==> src/rtl/rd1_ddr_addr_gen.sv <==
// Read-channel-1 DDR burst address generator.
// Walks a LINES x BURSTS frame and pushes {eol, eof, addr} descriptors into the prefetch FIFO.
module rd1_ddr_addr_gen #(
  parameter int ADDR_WIDTH  = 28,
  parameter int BURST_BYTES = 256,
  parameter int CNT_WIDTH   = 12,
  parameter int DATA_WIDTH  = ADDR_WIDTH + 2
) (
  input  logic                  wr_clk,
  input  logic                  wr_rst,
  input  logic                  frame_start,
  input  logic                  frame_abort,
  input  logic [ADDR_WIDTH-1:0] cfg_base_addr,
  input  logic [ADDR_WIDTH-1:0] cfg_line_stride,
  input  logic [CNT_WIDTH-1:0]  cfg_lines,
  input  logic [CNT_WIDTH-1:0]  cfg_bursts,
  output logic [DATA_WIDTH-1:0] wr_data,
  output logic                  wr_en,
  input  logic                  wr_vld,
  output logic                  busy,
  output logic                  frame_done,
  output logic                  start_overrun
);

  localparam logic [1:0] S_IDLE  = 2'd0;
  localparam logic [1:0] S_ISSUE = 2'd1;
  localparam logic [1:0] S_DONE  = 2'd2;

  localparam logic [ADDR_WIDTH-1:0] BURST_INC = ADDR_WIDTH'(BURST_BYTES);
  localparam logic [CNT_WIDTH-1:0]  CNT_ONE   = CNT_WIDTH'(1);

  logic [1:0]            state;
  logic [ADDR_WIDTH-1:0] addr_q;
  logic [ADDR_WIDTH-1:0] line_start_q;
  logic [ADDR_WIDTH-1:0] stride_q;
  logic [CNT_WIDTH-1:0]  lines_q;
  logic [CNT_WIDTH-1:0]  bursts_q;
  logic [CNT_WIDTH-1:0]  burst_cnt_q;
  logic [CNT_WIDTH-1:0]  line_cnt_q;
  logic                  eol_q;
  logic                  eof_q;
  logic                  wr_en_q;
  logic                  overrun_q;

  logic                  xfer;
  logic                  last_b;
  logic                  last_l;
  logic [CNT_WIDTH-1:0]  nxt_burst;
  logic [CNT_WIDTH-1:0]  nxt_line;
  logic [ADDR_WIDTH-1:0] nxt_line_start;
  logic [ADDR_WIDTH-1:0] nxt_addr;
  logic                  nxt_eol;
  logic                  nxt_eof;

  // Counters track the descriptor currently on wr_data; flags are
  // computed for the next one so they register alongside its address.
  always_comb begin
    xfer           = wr_en_q & wr_vld;
    last_b         = (burst_cnt_q == bursts_q - CNT_ONE);
    last_l         = (line_cnt_q == lines_q - CNT_ONE);
    nxt_burst      = last_b ? '0 : burst_cnt_q + CNT_ONE;
    nxt_line       = last_b ? line_cnt_q + CNT_ONE : line_cnt_q;
    nxt_line_start = last_b ? line_start_q + stride_q : line_start_q;
    nxt_addr       = last_b ? nxt_line_start : addr_q + BURST_INC;
    nxt_eol        = (nxt_burst == bursts_q - CNT_ONE);
    nxt_eof        = nxt_eol && (nxt_line == lines_q - CNT_ONE);
  end

  always_ff @(posedge wr_clk or posedge wr_rst) begin
    if (wr_rst) begin
      state        <= S_IDLE;
      addr_q       <= '0;
      line_start_q <= '0;
      stride_q     <= '0;
      lines_q      <= '0;
      bursts_q     <= '0;
      burst_cnt_q  <= '0;
      line_cnt_q   <= '0;
      eol_q        <= 1'b0;
      eof_q        <= 1'b0;
      wr_en_q      <= 1'b0;
      overrun_q    <= 1'b0;
    end else begin
      overrun_q <= frame_start && (state != S_IDLE);
      case (state)
        S_IDLE: begin
          if (frame_start) begin
            stride_q     <= cfg_line_stride;
            lines_q      <= cfg_lines;
            bursts_q     <= cfg_bursts;
            addr_q       <= cfg_base_addr;
            line_start_q <= cfg_base_addr;
            burst_cnt_q  <= '0;
            line_cnt_q   <= '0;
            eol_q        <= (cfg_bursts == CNT_ONE);
            eof_q        <= (cfg_bursts == CNT_ONE) &&
                            (cfg_lines == CNT_ONE);
            if (cfg_lines == '0 || cfg_bursts == '0) begin
              state <= S_DONE;
            end else begin
              state   <= S_ISSUE;
              wr_en_q <= 1'b1;
            end
          end
        end
        S_ISSUE: begin
          if (frame_abort) begin
            state   <= S_IDLE;
            wr_en_q <= 1'b0;
          end else if (xfer) begin
            if (last_b && last_l) begin
              state   <= S_DONE;
              wr_en_q <= 1'b0;
            end else begin
              addr_q       <= nxt_addr;
              line_start_q <= nxt_line_start;
              burst_cnt_q  <= nxt_burst;
              line_cnt_q   <= nxt_line;
              eol_q        <= nxt_eol;
              eof_q        <= nxt_eof;
            end
          end
        end
        S_DONE: begin
          state <= S_IDLE;
        end
        default: begin
          state   <= S_IDLE;
          wr_en_q <= 1'b0;
        end
      endcase
    end
  end

  assign wr_data       = {eol_q, eof_q, addr_q};
  assign wr_en         = wr_en_q;
  assign busy          = (state != S_IDLE);
  assign frame_done    = (state == S_DONE);
  assign start_overrun = overrun_q;

endmodule

==> config.mk <==
export PLATFORM = sky130hd
export DESIGN_NAME = rd1_ddr_addr_gen
export DESIGN_NICKNAME = d
export VERILOG_FILES = /design/src/rtl/rd1_ddr_addr_gen.sv
export SDC_FILE = /design/constraint.sdc
export NUM_CORES = 1
export LEC_CHECK = 0
export ABC_AREA = 1
export CORE_UTILIZATION = 55
export DETAILED_ROUTE_END_ITERATION = 16
export GPL_TIMING_DRIVEN = 0
export PLACE_DENSITY = 0.79
export SETUP_SLACK_MARGIN = 0.02
export SLEW_MARGIN = 10
export SYNTH_ARGS = -nofsm -noshare
export SYNTH_HDL_FRONTEND = slang
export SYNTH_SLANG_ARGS = --single-unit
==> constraint.sdc <==
create_clock -name wr_clk -period 9.44 [get_ports wr_clk]
set_input_delay 1.888 -clock wr_clk [delete_from_list [all_inputs] [get_ports wr_clk]]
set_output_delay 1.888 -clock wr_clk [all_outputs]
set_load 0.1 [all_outputs]
Yosys cells after proc, flatten, opt, wreduce, memory -nomap -nowiden
Index checks and enable logic that the tools add are counted.
Word-level totals
  word-level logic and storage cells: 93
  output and inout port bits: 34
  bits in registers: 138
  bits of input ports: 85
Cells by class
  reduce and logical (&&, ||, !) cells: 14
  eq/ne operators: 15
  $add $sub $neg: 6
  muxes and demuxes: 44
  bitwise operators: 2
Operator list (number)
  28-bit 2-to-1 mux: 9
  28-bit case mux with 2 select lines: 2
  12-bit 2-to-1 mux: 9
  12-bit == test: 4
  12-bit case mux with 2 select lines: 2
  28-bit adder: 1
  28-bit by 9-bit adder with 28-bit output (second input constant): 1
  12-bit by 1-bit adder with 12-bit output (second input constant): 2
  12-bit by 1-bit == test with 1-bit output (second input constant): 2
  12-bit zero test: 2
  12-bit by 1-bit subtractor with 12-bit output (second input constant): 2
  1-bit 2-to-1 mux: 13
  2-bit 2-to-1 mux: 5
  2-bit inequality test (second input constant): 5
  5-bit AND reduction: 2
  3-bit inequality test (second input constant): 2
  1-bit logical AND: 4
  1-bit case mux with 2 select lines: 2
  2-bit case mux with 2 select lines: 1
  2-bit nonzero test: 2
  1-bit case mux with 3 select lines: 1
  3-bit AND reduction: 1
  2-bit by 1-bit == test with 1-bit output (second input constant): 1
  2-bit == test (second input constant): 1
  other kinds (5): 5

Depth between registers and ports, before layout
  depth in word-level cells: 9
  mapped depth: 23
  gate-level depth less buffers: 22

Worst setup path before layout
No wires, ideal clock.
  kind: register -> output
  from: register state[1]
  to: output frame_done
  slack: 5.849 ns
  cell stages (with the launch flop): 3
  arrival: 1.703 ns
  path through: dfrtp_1 inv_1 nor2_1
On the way
  longest elaborated chain between the ends: 1
RTL lines
  start: declaration: line 32  | logic [1:0] state;
  start signal: assignment: line 71  | state <= S_IDLE;
  start signal: assignment: line 99  | state <= S_DONE;
  start signal: assignment: line 101  | state <= S_ISSUE;
  2-bit == test: line 138  | assign frame_done = (state == S_DONE);
  end: declaration: line 21  | output logic frame_done,
Every way passes these cells.

Final worst setup path
Same ends and word-level chain as after synthesis.

==> results.cfg <==
[outcome]
outcome = finished, final reports clean

[yosys]
yosys_warnings = 0
synth_ff_type = dfrtp_1
ys_ff_latch = 138
synth.distinct_cells = 44
synthArstFlopShare_pct = 100
syn_area_per_cell_sq_um = 6.77
synth_cells = 1460
synth_area_sq_um = 9880
yosysTopAreaCell = dfrtp_1
yosys.area.top_type_share_pct = 34.9
yosys-top-cells-area = dfrtp_1 35%, nand2_1 18%, inv_1 6.4%
ys_seq_area_share_pct = 34.9
synth_nets = 1578
synth_edf_count = 0

[hold_path]
hp-class = register to register

[floorplan]
start_util_pct = 56.7
fp-row-count = 48
die_h_um = 136
core_sq_um = 17400
die_area_sq_um = 18500
io_pins = 119
chipWidth_um = 136

[critical_path]
cp.arrival_ps = 2290
required_ps = 7550
critPathLaunchType = register
end_kind = output pin
critPathKind = register to output pin
cp_max_fo = 3

[clocking]
path_clk_slew_ps = 60
clock_path_buffers = 2
numCtsBuffers = 17
insertion_delay_ps = 430
htree_levels = 4
cts_root_buffer = clkbuf_16
post_cts_buffers = 0
clkSinkCount = 138
holdBufCountCts = 0
cts_resized = 0
cts_tree = built

[timing]
drv_slew = 0
setup_viol = 0
finalCriticalPeriod_ps = 4180
period_share_pct = 44.3
timing.fmax_mhz = 239
hold_slack_ps = 475
finClkSkew_ps = 11.3
tightest_slew_ps = 1010
finalHoldViolCount = 0
rsz0062_at_grt = false
max_slew_margin_pct = 32.5
timing.setup.tns_ps = 0

[run]
cap_violations = 0

[pwr]
leakagePower_nw = 5.91
power_density_nw_per_um2 = 381
ir_drop_v = 0.000353

[cells_and_area]
layoutNonFillerInstCount = 1836
diodes = 0
nets = 1716
drive_gt1_share_pct = 5.83
syn_to_final_growth_pct = 21.2

[grt]
antenna_found_initial = 0
overflow = 0
first_global_vias = 9775
grt_pass1_wl_um = 47900
track_usage_pct = 33.7
grt_max_degree = 74

[place]
place_inst = 1804
place_hpwl_um = 22600
port_buffers = 118
globalplace.congestion = 0.914

[route]
detail-route-antenna-nets = 0
wl_um = 29800
vias = 10194
drtIter0Drc = 856
routedWlPerCell_um = 16.2
first_pass_iters = 6
drc = 0
via_per_inst = 5.55
## flip-flops by register name (all words and copies together), names as in the netlist
| register | flops |
|---|---|
| line_cnt_q | 12 |
| eof_q | 1 |
| wr_en | 1 |
| bursts_q | 12 |
| burst_cnt_q | 12 |
| start_overrun | 1 |
| line_start_q | 28 |
| addr_q | 28 |
| eol_q | 1 |
| lines_q | 12 |
| stride_q | 28 |
| state | 2 |
## worst max-delay path, cell delays in order, from the launching register on
cell	delay, ps
dfrtp_1	360
inv_1	90
nor2_1	240
clkdlybuf4s50_1	1190
## through the flow
step	cell area, sq um	util [%]	power [mW]	worst slack [ps]
after floorplan	9880	-	3.09	3860
after global placement	11300	65.1	3.75	1790
after detailed placement	11400	65.3	3.81	5110
after CTS	12000	68.8	4.53	5270
after global routing	12000	68.8	4.89	5190
final	12000	68.8	4.56	5260
## logic make-up (layout without fill, tap and decap cells)
logic type | after synthesis | after routing | share of synthesized area (%)
AND/OR/NAND/NOR | 745 | 745 | 31.6
buffers and inverters | 224 | 375 | 9.61
flip-flops | 138 | 138 | 34.9
AO/OA/AOI/OAI | 260 | 260 | 14.1
adder cells (fa/ha/maj) | 33 | 33 | 4.25
XOR/XNOR | 60 | 60 | 5.53
## area by class of cell
type | instances | area, sq um
timing repair buffer | 119 | 1210
tap | 225 | 282
clock inverter | 12 | 148
fill | 1533 | 5440
sequential | 138 | 3450
inverter | 175 | 662
buffer | 49 | 293
multi-input combinational | 1098 | 5480
clock buffer | 20 | 457
## power breakdown
group,internal [mW],leakage (nW),switching (mW),total [mW]
Clock,0.428,0.296,0.272,0.699
Sequential,0.833,1.76,0.221,1.05
Combinational,0.874,3.86,1.93,2.81
## cells in the final DEF (no fill, tap or decap), types with 14 or more instances in the layout
cell,n
nand3_1,96
clkdlybuf4s50_1,118
xor2_1,46
inv_1,168
clkbuf_1,20
o21ai_1,21
nor2_1,93
clkbuf_16,17
nor3_1,14
o22ai_1,26
ha_1,32
a21oi_1,72
o21ai_0,118
dfrtp_1,138
nand2_1,486
## cell usage after synthesis, types with 2 or more instances
| cell type | count |
|---|---|
| a21boi_0 | 2 |
| inv_1 | 169 |
| nand2_2 | 6 |
| nor2_2 | 10 |
| o31ai_1 | 8 |
| o21ai_0 | 118 |
| nand3_1 | 96 |
| buf_4 | 7 |
| buf_2 | 12 |
| nor2_1 | 93 |
| nor3_1 | 14 |
| ha_1 | 32 |
| nand2_1 | 486 |
| xnor2_1 | 12 |
| o21bai_1 | 3 |
| nand4_1 | 11 |
| a21o_1 | 2 |
| dfrtp_1 | 138 |
| a21oi_1 | 72 |
| nor2_4 | 3 |
| o22ai_1 | 26 |
| o21a_1 | 2 |
| nand3b_1 | 6 |
| nor4_1 | 9 |
| inv_2 | 4 |
| clkbuf_1 | 19 |
| buf_6 | 9 |
| xor2_1 | 46 |
| nand3_2 | 3 |
| buf_1 | 2 |
| or2_2 | 3 |
| nand3b_2 | 2 |
| o211ai_1 | 3 |
| o21ai_1 | 21 |
| clkinv_1 | 2 |
## path summary, 6_finish.rpt
| path | startpoint | endpoint | slack (ps) | depth (start not counted) |
|---|---|---|---|---|
| setup / recovery | state[1]$_DFFE_PP0P_ | frame_done | 5260 | 3 |
| setup reg to reg | stride_q[0]$_DFFE_PP0P_ | addr_q[20]$_DFFE_PP0P_ | 6070 | 14 |
| max in group asynchronous | wr_rst | stride_q[18]$_DFFE_PP0P_ | 6720 | 3 |
| hold / removal | stride_q[22]$_DFFE_PP0P_ | stride_q[22]$_DFFE_PP0P_ | 480 | 2 |
| hold reg to reg | stride_q[22]$_DFFE_PP0P_ | stride_q[22]$_DFFE_PP0P_ | 480 | 2 |
| min in group asynchronous | wr_rst | lines_q[6]$_DFFE_PP0P_ | 1910 | 2 |
## layer usage
metal	vias up	wire, um	share of wire (%)	track usage (%)
met1	4682	13300	45	46.8
met4	0	659	2.2	10.4
li1	5003	-	-	-
met5	-	0	0	0
met3	53	2450	8.2	6.08
met2	456	13400	45	53.2
No activity file was read; power rests on OpenSTA's default activity.
